[config.mk]
export PLATFORM = sky130hd
export DESIGN_NAME = seq_divider
export DESIGN_NICKNAME = d
export VERILOG_FILES = /design/src/rtl/seq_divider.sv
export SDC_FILE = /design/constraint.sdc
export NUM_CORES = 1
export LEC_CHECK = 0
export ABC_AREA = 1
export BUFFER_PORTS_ARGS = -buffer_cell sky130_fd_sc_hd__buf_2
export CAP_MARGIN = 10
export CORE_MARGIN = 4
export CORE_UTILIZATION = 67
export CTS_CLUSTER_DIAMETER = 50
export DETAILED_ROUTE_END_ITERATION = 12
export PLACE_DENSITY_LB_ADDON = 0.2
export SLEW_MARGIN = 30
export SYNTH_ARGS = -nofsm -noshare
export SYNTH_HDL_FRONTEND = slang
export SYNTH_SLANG_ARGS = --single-unit
export TNS_END_PERCENT = 5
[constraint.sdc]
create_clock -name clk -period 6.4 [get_ports clk]
set_input_delay 0.32 -clock clk [delete_from_list [all_inputs] [get_ports clk]]
set_output_delay 0.32 -clock clk [all_outputs]
set_load 0.05 [all_outputs]
[src/rtl/seq_divider.sv]
// seq_divider: iterative RV32M divide/remainder unit (DIV, DIVU, REM, REMU).
// One restoring step per clock, so a normal operation takes N+1 cycles from the
// accepting edge to the done pulse. Divide-by-zero and signed overflow finish
// in one cycle. Trial subtraction uses the adder form a + ~b + 1, where
// carry-out = 1 means no borrow.
//
// Ports:
//   clk    - clock, rising edge
//   rst    - synchronous active-low reset
//   start  - request, sampled only while idle
//   op     - 00 DIV, 01 DIVU, 10 REM, 11 REMU
//   a, b   - dividend, divisor
//   busy   - operation in progress; start is ignored
//   done   - one-cycle pulse, result valid
//   result - quotient or remainder, held until the next accepted operation
module seq_divider #(
  parameter int unsigned N = 32
) (
  input  logic         clk,
  input  logic         rst,
  input  logic         start,
  input  logic [1:0]   op,
  input  logic [N-1:0] a,
  input  logic [N-1:0] b,
  output logic         busy,
  output logic         done,
  output logic [N-1:0] result
);

  localparam int unsigned CW = $clog2(N) + 1;

  localparam logic [1:0] IDLE = 2'd0;
  localparam logic [1:0] CALC = 2'd1;
  localparam logic [1:0] FIX  = 2'd2;

  localparam logic [N-1:0]  One    = N'(1);
  localparam logic [N-1:0]  IntMin = {1'b1, {(N-1){1'b0}}};
  localparam logic [CW-1:0] LastStep = CW'(N - 1);
  localparam logic [CW-1:0] CntMax   = CW'(N);

  logic [1:0]    state_q, state_d;
  logic [1:0]    op_q, op_d;
  logic [N-1:0]  q_q, q_d;      // dividend shifts out, quotient shifts in
  logic [N:0]    r_q, r_d;      // partial remainder
  logic [N-1:0]  d_q, d_d;      // divisor magnitude
  logic          qsign_q, qsign_d;
  logic          rsign_q, rsign_d;
  logic [CW-1:0] cnt_q, cnt_d;
  logic          done_q, done_d;
  logic [N-1:0]  result_q, result_d;

  // Input decode for the accepting cycle
  logic         signed_op;
  logic         a_neg, b_neg;
  logic [N-1:0] abs_a, abs_b;
  logic         div_zero, overflow;

  assign signed_op = ~op[0];
  assign a_neg     = signed_op & a[N-1];
  assign b_neg     = signed_op & b[N-1];
  assign abs_a     = a_neg ? (~a + One) : a;
  assign abs_b     = b_neg ? (~b + One) : b;
  assign div_zero  = (b == '0);
  assign overflow  = signed_op && (a == IntMin) && (b == '1);

  // Restoring step: shifted remainder minus divisor, carry-out set when no borrow
  logic [N:0]   r_shift;
  logic [N+1:0] trial_sum;
  logic         no_borrow;

  assign r_shift   = {r_q[N-1:0], q_q[N-1]};
  assign trial_sum = {1'b0, r_shift} + {1'b0, ~{1'b0, d_q}} + (N+2)'(1);
  assign no_borrow = trial_sum[N+1];

  // Final selection and sign correction; signs are latched as 0 for unsigned ops
  logic [N-1:0] fix_val;
  logic         fix_neg;
  logic [N-1:0] fix_out;

  assign fix_val = op_q[1] ? r_q[N-1:0] : q_q;
  assign fix_neg = ~op_q[0] & (op_q[1] ? rsign_q : qsign_q);
  assign fix_out = fix_neg ? (~fix_val + One) : fix_val;

  always_comb begin
    state_d  = state_q;
    op_d     = op_q;
    q_d      = q_q;
    r_d      = r_q;
    d_d      = d_q;
    qsign_d  = qsign_q;
    rsign_d  = rsign_q;
    cnt_d    = cnt_q;
    done_d   = 1'b0;
    result_d = result_q;

    case (state_q)
      IDLE: begin
        if (start) begin
          if (div_zero) begin
            result_d = op[1] ? a : '1;
            done_d   = 1'b1;
          end else if (overflow) begin
            result_d = op[1] ? '0 : IntMin;
            done_d   = 1'b1;
          end else begin
            op_d    = op;
            q_d     = abs_a;
            d_d     = abs_b;
            r_d     = '0;
            qsign_d = signed_op & (a[N-1] ^ b[N-1]);
            rsign_d = signed_op & a[N-1];
            cnt_d   = '0;
            state_d = CALC;
          end
        end
      end
      CALC: begin
        r_d   = no_borrow ? trial_sum[N:0] : r_shift;
        q_d   = {q_q[N-2:0], no_borrow};
        cnt_d = (cnt_q == CntMax) ? cnt_q : cnt_q + CW'(1);
        if (cnt_q == LastStep) begin
          state_d = FIX;
        end
      end
      FIX: begin
        result_d = fix_out;
        done_d   = 1'b1;
        state_d  = IDLE;
      end
      default: state_d = IDLE;
    endcase
  end

  always_ff @(posedge clk) begin
    if (!rst) begin
      state_q  <= IDLE;
      op_q     <= '0;
      q_q      <= '0;
      r_q      <= '0;
      d_q      <= '0;
      qsign_q  <= 1'b0;
      rsign_q  <= 1'b0;
      cnt_q    <= '0;
      done_q   <= 1'b0;
      result_q <= '0;
    end else begin
      state_q  <= state_d;
      op_q     <= op_d;
      q_q      <= q_d;
      r_q      <= r_d;
      d_q      <= d_d;
      qsign_q  <= qsign_d;
      rsign_q  <= rsign_d;
      cnt_q    <= cnt_d;
      done_q   <= done_d;
      result_q <= result_d;
    end
  end

  assign busy   = (state_q != IDLE);
  assign done   = done_q;
  assign result = result_q;

endmodule

==> summary.txt <==
status - completed
cell count of the worst reg-to-reg path - 12
skew final - 0.0109 ns
Pwr Density - 278 nW/um^2
Die ar. - 20,700 sq um
met1 usage - 55.4%
met3 Use GR - 9.88%
wire length per cell - 17.7 um
GR met2 Demand/Resource - 61.9%
Post-CTS Hold Buffers - 0
register area - 2820 sq um
Crit path required time - 6.75 ns
most common cell after layout, fill and taps aside - nand2_1
critical path capture point type - register
Post-synth EDFFs - 0
Antenna Cells - 0
Clock Power Share - 27.7%
Worst Hold Class - primary input to register
register area share after synthesis - 22.8%
Yosys reg bits - 141
cts repair resizes - 0
core area - 18,000 sq um
CTS tree - yes
fmax - 307 MHz
Placer Congestion - 1.01
P_int - 2070 uW
TritonCTS sink count - 141
H-tree levels - 4
combinational group share of total power - 44.8%
# fillers - 1,594
setup TNS - 0 ns
DR iter-0 viols - 2,088
Syn Nets - 2,252
Mapped Area - 12,400 sq um
Crit Path Category - register to register
area of the multi-input gates - 8060 sq um
Die Ht - 144 um
Leak - 0.00660 uW
layout cell share with drive strength beyond 1 - 10.3%
most frequent cells in the layout - nand2_1 (649), inv_1 (256), nor2_1 (214)
initial core utilization - 68.6%
Syn Inst Count - 2,144
CP startpoint kind - register
switch share - 44.3%
clock transition at the registers of the reported paths - 0.06 ns
Slew Limit Fails - 0
ys async rst share - 0%
Final Cycle Share - 50.9%
vias per inst - 6.07
WP data arrival - 3.61 ns
worst vdd ir - 0.000260 V
vias in the first global route - 12.9k
Worst Hold Path Cells - 3
CTS Buffer Depth - 2
crit-path max FO - 38
Worst-Skew Late Latency - 0.43 ns
Final nets - 2,300
sequential share of power - 27.5%
I/O pin total - 103
GRT Overall Usage - 40.5%
max_cap viols - 0
via count - 14.8k
drt pass-1 iters - 6
Slew headroom - 38.9%
first-pass GRT wire length - 66.2 mm
PortBufs - 102
clock buffer count from CTS - 17
hold slack final - 0.205 ns
RSZ-0062 raised after global routing - no
Fin. Hold Viols - 0
CTS Root Cell - clkbuf_16
DRT Wirelength - 43.0 mm
synth-to-layout area growth - 8.12%
gr ovfl total - 0
DRC viols - 0
GRT busiest layer - met2
worst-margin pin slew - 0.915 ns
Psw - 1640 uW
Die Width - 144 um
largest net degree at the start of global routing - 80
synthesis warning total - 0
Final Setup Violations - 0
Post-CTS Setup Repair Bufs - 0
Primary FF master, synth - dfxtp_1
# rows - 49
Netlist cell types - 48
HPWL Detailed - 32.6 mm
initial antenna violation count - 0
Antenna Violating Nets Remaining - 0
Synth Area per Inst - 5.77 sq um
crit path time final - 3.26 ns
-- metrics by stage --
| step | std cells | area [sq um] | setup WS, ns | utilization [%] | total power (uW) |
|---|---|---|---|---|---|
| 2_1_floorplan | 2144 | 12400 | 4.38 | - | 2260 |
| 3_3_place_gp | 2402 | 12800 | 3.35 | 70.8 | 2600 |
| 3_5_place_dp | 2402 | 12800 | 3.24 | 70.8 | 2630 |
| 4_1_cts | 2433 | 13400 | 3.24 | 74.1 | 3640 |
| 5_1_grt | 2433 | 13400 | 3.00 | 74.1 | 3920 |
| 6_report | 2433 | 13400 | 3.14 | 74.1 | 3710 |
-- power groups by stage --
stage | clock (uW) | combinational (uW) | sequential, uW
after floorplan | 0 | 1240 | 1020
after global placement | 0 | 1570 | 1030
after detailed placement | 0 | 1590 | 1030
after CTS | 1020 | 1610 | 1020
after global routing | 1060 | 1830 | 1030
final | 1030 | 1660 | 1020
-- cells by family (layout without fill, tap and decap cells) --
group,count (synthesis),count (layout),synth area share [%]
AOI/OAI and AO/OA,372,372,16.3
xor gates and xnor gates,36,36,2.55
adders and majority gates,39,39,4.01
and+or+nand+nor,1202,1202,42.3
buffers and inverters,354,414,12.0
DFF,141,141,22.8
-- cell usage after synthesis (12+ instances only) --
| cell type | number | area, sq um |
|---|---|---|
| nand2_1 | 650 | 2440 |
| inv_1 | 256 | 961 |
| nor2_1 | 216 | 811 |
| nand3_1 | 197 | 986 |
| a21oi_1 | 166 | 831 |
| dfxtp_1 | 141 | 2820 |
| o21ai_0 | 124 | 621 |
| nand4_1 | 44 | 275 |
| clkbuf_1 | 39 | 146 |
| ha_1 | 38 | 475 |
| o21ai_1 | 23 | 115 |
| nor3_1 | 21 | 105 |
| buf_2 | 19 | 95.1 |
| xnor2_1 | 19 | 166 |
| inv_2 | 17 | 63.8 |
| xor2_1 | 17 | 149 |
| o22ai_1 | 16 | 100 |
| nand2_2 | 15 | 93.8 |
| nor2_2 | 14 | 87.6 |
| buf_6 | 12 | 135 |
| o21bai_1 | 12 | 90.1 |
-- final cells by class --
| cell class | count | share of cell area, % |
|---|---|---|
| multi-input combinational | 1649 | 60.3 |
| sequential | 141 | 21.1 |
| inverter | 273 | 7.67 |
| timing repair buffer | 110 | 4.29 |
| clock buffer | 19 | 3.24 |
| tap | 229 | 2.14 |
| clock inverter | 12 | 1.20 |
-- routing by layer --
layer / up-vias / share of wire [%]
met5: - / 0
met4: 0 / 4.2
met3: 155 / 12
met2: 946 / 43
met1: 6640 / 40
li1: 7035 / -
-- worst max-delay path, cell delays in order, from the launching register on --
cell     delay, ns
dfxtp_1       0.47
inv_1         0.10
ha_1          0.33
inv_1         0.07
nor3_1        0.26
and2_1        0.24
and2_1        0.19
nand2_4       0.10
nand2_2       0.62
inv_2         0.36
nand2_1       0.17
nand3_1       0.09
a21oi_1       0.17
-- final timing paths --
path | start | end | slack (ns)
max reg2reg | d_q[31] | r_q[0] | 3.14
min reg2reg | result[29] | result[29] | 0.46
max | d_q[31] | r_q[0] | 3.14
min | b[29] | d_q[29] | 0.20
-- flip-flops by register name (all words and copies together) (netlist names) --
register / cells
cnt_q: 6
rsign_q: 1
qsign_q: 1
op_q: 2
q_q: 32
done: 1
state_q: 2
r_q: 32
d_q: 32
result: 32
(Power assumes the default switching activity.)
